File: src/rtl/pram_loader.sv
// Boot loader: copies PROG_LEN bytes from the SPI flash reader into program RAM,
// holding the CPU in reset until the image is in place or a flash timeout aborts it.
module pram_loader #(
  parameter int PROG_LEN    = 64,
  parameter int TIMEOUT_CYC = 1048575
) (
  input  logic       clk,
  input  logic       rst,
  input  logic       start,
  output logic       flash_strt,
  output logic [5:0] flash_char_addr,
  input  logic [7:0] flash_data,
  input  logic       flash_done,
  output logic       pram_wre,
  output logic [8:0] pram_addr,
  output logic [7:0] pram_data,
  output logic       cpu_hold,
  output logic       busy,
  output logic       done,
  output logic       error
);

  localparam logic [2:0] IDLE  = 3'd0;
  localparam logic [2:0] REQ   = 3'd1;
  localparam logic [2:0] WAIT  = 3'd2;
  localparam logic [2:0] WRITE = 3'd3;
  localparam logic [2:0] DONE  = 3'd4;
  localparam logic [2:0] ERR   = 3'd5;

  localparam logic [5:0]  LAST = 6'(PROG_LEN - 1);
  localparam logic [19:0] TMAX = 20'(TIMEOUT_CYC - 1);

  logic [2:0]  state, state_nxt;
  logic [5:0]  idx;
  logic [19:0] timer;
  logic        start_q;
  logic        start_edge;

  assign start_edge = start & ~start_q;

  // flash_done beats the timeout when both land on the same WAIT cycle
  always_comb begin
    state_nxt = state;
    case (state)
      IDLE:    if (start_edge) state_nxt = REQ;
      REQ:     state_nxt = WAIT;
      WAIT:    if (flash_done) state_nxt = WRITE;
               else if (timer == TMAX) state_nxt = ERR;
      WRITE:   state_nxt = (idx == LAST) ? DONE : REQ;
      DONE:    state_nxt = DONE;
      ERR:     if (start_edge) state_nxt = REQ;
      default: state_nxt = IDLE;
    endcase
  end

  // Status/strobe outputs are flops fed from the next-state decode, so they
  // line up with the state they describe without combinational glitches.
  always_ff @(posedge clk) begin
    if (rst) begin
      state           <= IDLE;
      idx             <= '0;
      timer           <= '0;
      start_q         <= 1'b0;
      flash_strt      <= 1'b0;
      flash_char_addr <= '0;
      pram_wre        <= 1'b0;
      pram_addr       <= '0;
      pram_data       <= '0;
      cpu_hold        <= 1'b1;
      busy            <= 1'b0;
      done            <= 1'b0;
      error           <= 1'b0;
    end else begin
      state      <= state_nxt;
      start_q    <= start;
      flash_strt <= (state_nxt == REQ);
      pram_wre   <= (state_nxt == WRITE);
      busy       <= (state_nxt == REQ) || (state_nxt == WAIT) || (state_nxt == WRITE);
      done       <= (state_nxt == DONE);
      error      <= (state_nxt == ERR);
      cpu_hold   <= (state_nxt != DONE);

      if ((state == IDLE || state == ERR) && state_nxt == REQ) begin
        idx             <= '0;
        flash_char_addr <= '0;
      end else if (state == WRITE && state_nxt == REQ) begin
        idx             <= idx + 6'd1;
        flash_char_addr <= idx + 6'd1;
      end

      if (state == REQ)
        timer <= '0;
      else if (state == WAIT && timer != TMAX)
        timer <= timer + 20'd1;

      if (state == WAIT && flash_done) begin
        pram_addr <= {3'b000, idx};
        pram_data <= flash_data;
      end
    end
  end

endmodule

File: config.mk
export PLATFORM = sky130hd
export DESIGN_NAME = pram_loader
export DESIGN_NICKNAME = d
export VERILOG_FILES = /design/src/rtl/pram_loader.sv
export SDC_FILE = /design/constraint.sdc
export NUM_CORES = 1
export LEC_CHECK = 0
export BUFFER_PORTS_ARGS = -buffer_cell sky130_fd_sc_hd__buf_4
export CAP_MARGIN = 20
export CORE_MARGIN = 8
export CORE_UTILIZATION = 45
export DETAILED_ROUTE_END_ITERATION = 8
export PLACE_DENSITY = 0.66
export SYNTH_ARGS = -nofsm -noshare
export SYNTH_HDL_FRONTEND = slang
export SYNTH_SLANG_ARGS = --single-unit
File: constraint.sdc
create_clock -name clk -period 3.8 [get_ports clk]
set_clock_uncertainty 0.05 [all_clocks]
set_input_delay 0.76 -clock clk [delete_from_list [all_inputs] [get_ports clk]]
set_output_delay 0.76 -clock clk [all_outputs]
set_load 0.01 [all_outputs]
==> results.json, run 1 <==
{
  "status": "finished, final reports clean",
  "cp_slowest_cell": "o211ai_1",
  "synth_area_leaders": "dfxtp_1, a21oi_1, nand2_1",
  "ir_worst_vdd_mv": 0.172,
  "area_growth_pct": 16.6,
  "ys.warnings.count": 0,
  "drive_gt1_frac": 0.181,
  "cts_sinks": 50,
  "power_density_nw_per_um2": 407,
  "fin_tns_setup_ns": 0,
  "relSlewSlack": 0.322,
  "cap_violations": 0,
  "first_iter_violations": 133,
  "hold_path_end": "pram_addr[5]$_SDFFE_PP0P_",
  "synth_common_cells": "dfxtp_1, nand2_1, a21oi_1",
  "ctsHoldBuffers": 0,
  "dp_hpwl_mm": 3.43,
  "synth_top_area_frac": 0.436,
  "required_ns": 3.96,
  "h-tree-depth": 2,
  "die_y_microns": 87.4,
  "cp_top_family": "compound AO/OA/AOI/OAI gates",
  "n_antenna_cell": 0,
  "synth_area_sq_um": 2300,
  "use_met2": 0.205,
  "synth_edf_count": 0,
  "routabilityCongestion": 0.760,
  "path_clk_slew_ns": 0.09,
  "layout.cells.non_filler": 368,
  "num_vias": 1930,
  "p_leak_nw": 0.958,
  "reg2reg_from": "timer[4]$_SDFFE_PP0P_",
  "cts_setup_buffers": 0,
  "syn_area_per_cell_sq_um": 8.57,
  "crit_fanout": 14,
  "setup_violations": 0,
  "grt_use_met1": 0.165,
  "cts_tree": "built",
  "r2r_end": "timer[5]$_SDFFE_PP0P_",
  "drt_wl_total_mm": 4.83,
  "grt_use_total": 0.131,
  "yosysMostFrequentCell": "dfxtp_1",
  "arrival_ns": 2.46,
  "cts_resized": 0,
  "maxSlewViolCount": 0,
  "fillers": 487,
  "io_buffers": 37,
  "hold_depth": 2,
  "hold_path_class": "flop to flop",
  "met3_usage": 0.0415,
  "die-area_sq_um": 7640,
  "fmax_mhz": 435,
  "finalHoldViolCount": 0,
  "reg2reg_depth": 5,
  "synth_compound_area_frac": 0.182,
  "synth_top_family_by_area": "simple AND/OR/NAND/NOR gates",
  "cts_made_buffers": 5,
  "synth_top_flop_cell": "dfxtp_1",
  "cts_buffer_depth": 2,
  "syn_inst": 268,
  "place_inst": 360,
  "drtAntennaViolNets": 0,
  "cp_cell_sequence": "and4_4 > nand4_1 > o211ai_1 > o21ai_0 > a21oi_1",
  "synthMuxAreaShare": 0.00436,
  "critPathKind": "flop to flop",
  "grt_pass1_wl_mm": 8.11,
  "netlist.top_cell.by_area": "dfxtp_1",
  "wire_per_inst_microns": 13.1,
  "ys_seq_elements": 50,
  "busiest_layer": "met2",
  "antenna_found_initial": 0,
  "min_period_over_period": 0.605,
  "hold_start": "pram_addr[5]$_SDFFE_PP0P_",
  "fin_ws_ns": 1.50,
  "crit_path_start_kind": "flop",
  "max_stage_delay_ns": 0.83,
  "hold_ws_ns": 0.407,
  "grt-ovfl-total": 0,
  "row_count": 26,
  "vias_per_cell": 5.24,
  "rsz0062_at_grt": "no",
  "drtPass1Iterations": 4,
  "critPathCaptureType": "flop",
  "synthArstFlopShare": 0,
  "synth_xor_area_frac": 0.0229,
  "synthSimpleGateAreaFrac": 0.293,
  "fin_nets": 312,
  "seq_area_frac_synth": 0.436,
  "crit_buf_inv": 0,
  "finalCriticalPeriod_ns": 2.30,
  "drc_errors": 0,
  "r2r_slack_ns": 1.50,
  "tightest_slew_ns": 1.02,
  "core-area_sq_um": 5010,
  "place_ws_ns": 1.39,
  "grt_max_degree": 32,
  "boundaryPins": 41,
  "yosys.area_share.adder": 0.0163,
  "first_global_vias": 1744,
  "cts_root_buf": "clkbuf_8",
  "clk_latency_ns": 0.29,
  "fp.dieW_microns": 87.4,
  "start_util": 0.458,
  "synth_cell_type_count": 50
}
cell type report:
class | count | area, sq um | share of cell area
inverters | 5 | 18.8 | 0.00701
flip-flops and latches | 50 | 1000 | 0.374
clock buffers | 7 | 86.3 | 0.0322
repair buffers | 37 | 278 | 0.104
clock inverters | 1 | 5.00 | 0.00187
well taps | 70 | 87.6 | 0.0327
multi-input cells | 198 | 1200 | 0.449
how the worst max path moves through the flow:
| stage | to | cells after the start | startpoint |
|---|---|---|---|
| floorplan | idx[1]$_SDFFE_PP0P_ | 6 | idx[0]$_SDFFE_PP0P_ |
| global placement | timer[11]$_SDFFE_PP0P_ | 4 | rst |
| detailed placement | timer[11]$_SDFFE_PP0P_ | 4 | rst |
| CTS | busy$_SDFF_PP0_ | 6 | idx[0]$_SDFFE_PP0P_ |
| global route | timer[5]$_SDFFE_PP0P_ | 5 | timer[10]$_SDFFE_PP0P_ |
| finish | timer[5]$_SDFFE_PP0P_ | 5 | timer[4]$_SDFFE_PP0P_ |
power by group:
group          total [mW]  internal (mW)  switching [mW]
clock               0.312          0.147           0.165
sequential          0.580          0.552          0.0275
combinational       0.198         0.0790           0.119
registers in the layout (all words and copies together), names as in the netlist, 3 cells and up:
signal	cells
idx	6
pram_data	8
pram_addr	6
timer	20
state	3
logic make-up after synthesis:
family / count (synthesis)
mux: 1
fa+ha+maj: 3
simple gates: 119
other cells: 1
xor+xnor: 6
flops: 50
compound gates: 66
buf+inv: 22
tightest hold or removal path, cell delays in order, from the launching register on:
cell,delay [ns]
dfxtp_1,0.32
nand2_1,0.05
a21oi_1,0.05
through the flow:
step           power [mW]  utilization  area, sq um
3_3_place_gp        0.791        0.516         2590
6_report             1.09        0.534         2680
2_1_floorplan       0.730            -         2300
5_1_grt              1.16        0.534         2680
4_1_cts              1.11        0.534         2680
3_5_place_dp        0.793        0.516         2590
cells in the final DEF, fill, tap and decap left out, drive strengths merged, types with 2 or more instances in the layout:
master,instances
buf,37
nor4,2
clkbuf,7
nor2b,2
and2,4
nor2,15
nand4,7
or2,3
o21a,4
dfxtp,50
o211ai,3
nand2b,4
ha,3
a21oi,30
o31a,3
or4,11
nand2,39
conb,3
nor3,9
and3,2
o21ai,9
nand3,7
and4,3
xnor2,3
xor2,3
o31ai,9
inv,5
nand3b,2
or3,5
layer usage:
metal,vias to the layer above,share of wire
met5,-,0
met4,0,0.0066
met3,4,0.067
met2,43,0.45
met1,860,0.47
li1,1023,-
Note: power is estimated with default switching activity, not from simulation.
==> run 2, diff against run 1 <==
Settings changed: PLACE_DENSITY 0.66 to 0.68.
Clock period 3.8 ns to 2.05 ns, I/O delays scaled along.
==> run 2 against run 1 <==
Against the previous run:
- core utilization is 3.8 points higher
- sequential power is 83% higher
- clock-buffer cell count is 2 lower
- design area is 7.2% higher
- die area stayed put
- routed wire length is 4.2% higher
- global-route usage is 0.72 points higher
- clock power is 120% higher
- hold slack worse by 0.11 ns
- via count is 4.5% higher
- largest power group unchanged
- fmax is 18% higher
- setup slack worse by 1.4 ns
==> results.json, run 2 (synthesized netlist as in run 1, its figures left out) <==
{
  "row_count": 26,
  "drt_wl_total_mm": 5.03,
  "r2r_slack_ns": 0.11,
  "first_global_vias": 1899,
  "largest_register": "timer",
  "cts_made_buffers": 5,
  "crit_path_start_kind": "flop",
  "mostFrequentLayoutCell": "buf_4",
  "drtPass1Iterations": 4,
  "num_vias": 2017,
  "grt_max_degree": 32,
  "layout.cells.non_filler": 389,
  "required_ns": 2.19,
  "finalPower_mw": 2.19,
  "grt_pass1_wl_mm": 8.53,
  "crit_fanout": 5,
  "grt_use_total": 0.138,
  "first_iter_violations": 116,
  "h-tree-depth": 2,
  "min_period_over_period": 0.948,
  "fmax_mhz": 515,
  "setup_violations": 0,
  "cts_tree": "built",
  "die-area_sq_um": 7640,
  "reg.largest.list": "timer: 20 flops, pram_data: 8 flops",
  "cp_top_family": "simple AND/OR/NAND/NOR gates",
  "grt-ovfl-total": 0,
  "cp_slowest_cell": "o41a_1",
  "cap_violations": 0,
  "vias_per_cell": 5.19,
  "path_clk_slew_ns": 0.10,
  "wire_per_inst_microns": 12.9,
  "finalHoldViolCount": 0,
  "fin_nets": 333,
  "status": "finished, final reports clean",
  "antenna_found_initial": 0,
  "boundaryPins": 41,
  "crit_buf_inv": 2,
  "core-area_sq_um": 5010,
  "ctsHoldBuffers": 0,
  "routabilityCongestion": 0.767,
  "fp.dieW_microns": 87.4,
  "max_stage_delay_ns": 0.45,
  "area_growth_pct": 25.0,
  "clk_latency_ns": 0.30,
  "drtAntennaViolNets": 0,
  "place_inst": 378,
  "p_leak_nw": 1.07,
  "dp_hpwl_mm": 3.68,
  "critPathCaptureType": "flop",
  "n_antenna_cell": 0,
  "critPathKind": "flop to flop",
  "ir_worst_vdd_mv": 0.369,
  "fin_util": 0.573,
  "fillers": 474,
  "hold_ws_ns": 0.297,
  "arrival_ns": 2.08,
  "cts_buffer_depth": 2,
  "finalCriticalPeriod_ns": 1.94,
  "hold_path_class": "primary input to flop",
  "cts_sinks": 50,
  "cp_cell_sequence": "and4_4 > nand4_1 > o41a_1 > buf_4 > nor4_2 > inv_1",
  "drc_errors": 0,
  "die_y_microns": 87.4,
  "maxSlewViolCount": 0,
  "io_buffers": 37,
  "cts_root_buf": "clkbuf_8",
  "final_cell_mix": "buf_4, dfxtp_1, nand2_1, a21oi_1, nor2_1",
  "largest_register_ffs": 20,
  "power_density_nw_per_um2": 762,
  "start_util": 0.458,
  "drive_gt1_frac": 0.241
}
## run 2: cell count changes in the layout (fill, tap and decap cells not counted), sizes merged
cell | before | now
clkbuf | 7 | 5
buf | 37 | 58
clkinv | 1 | 2
bufinv | 0 | 1
## run 2: routing by layer
| metal | global-route usage | share of wire | wire, microns | vias up |
|---|---|---|---|---|
| li1 | - | - | - | 1061 |
| met1 | 0.162 | 0.46 | 2300 | 923 |
| met2 | 0.236 | 0.49 | 2440 | 31 |
| met3 | 0.0396 | 0.051 | 256 | 2 |
| met4 | 0.0422 | 0.0054 | 27 | 0 |
| met5 | 0 | 0 | 0 | - |
## run 2: repair_timing
action                     CTS  global route
setup buffers                0             3
setup endpoints to repair    1            14
pin swaps                    0             1
hold endpoints to repair     0             0
gates resized for setup      1             2
## run 2: power by group
group          switching (mW)  leakage [nW]  total (mW)  internal (mW)
Sequential             0.0343         0.405        1.06           1.02
Combinational           0.248         0.607       0.444          0.196
Clock                   0.325        0.0579       0.685          0.360
## run 2: path summary, 6_finish.rpt
| path | startpoint | cells past startpoint | to |
|---|---|---|---|
| max | timer[6]$_SDFFE_PP0P_ | 6 | cpu_hold$_SDFF_PP1_ |
| min | start | 2 | start_q$_SDFF_PP0_ |
| max reg2reg | timer[6]$_SDFFE_PP0P_ | 6 | cpu_hold$_SDFF_PP1_ |
| min reg2reg | pram_data[3]$_SDFFE_PP0P_ | 2 | pram_data[3]$_SDFFE_PP0P_ |
## run 2: layout make-up
| cell class | instances | area [sq um] | area share |
|---|---|---|---|
| Sequential cell | 50 | 1000 | 0.349 |
| Clock buffer | 5 | 68.8 | 0.0240 |
| Inverter | 5 | 18.8 | 0.00654 |
| Clock inverter | 3 | 40.0 | 0.0139 |
| Tap cell | 70 | 87.6 | 0.0305 |
| Multi-Input combinational cell | 198 | 1220 | 0.425 |
| Timing Repair Buffer | 58 | 435 | 0.152 |
## run 2: per-stage QoR
stage                     setup slack [ns]  TNS, ns  area, sq um
after floorplan                      0.119        0         2300
after global placement               0.109        0         2720
after detailed placement            0.0188        0         2720
after CTS                           0.0477        0         2840
after global routing               -0.0113  -0.0212         2870
final                                0.107        0         2870
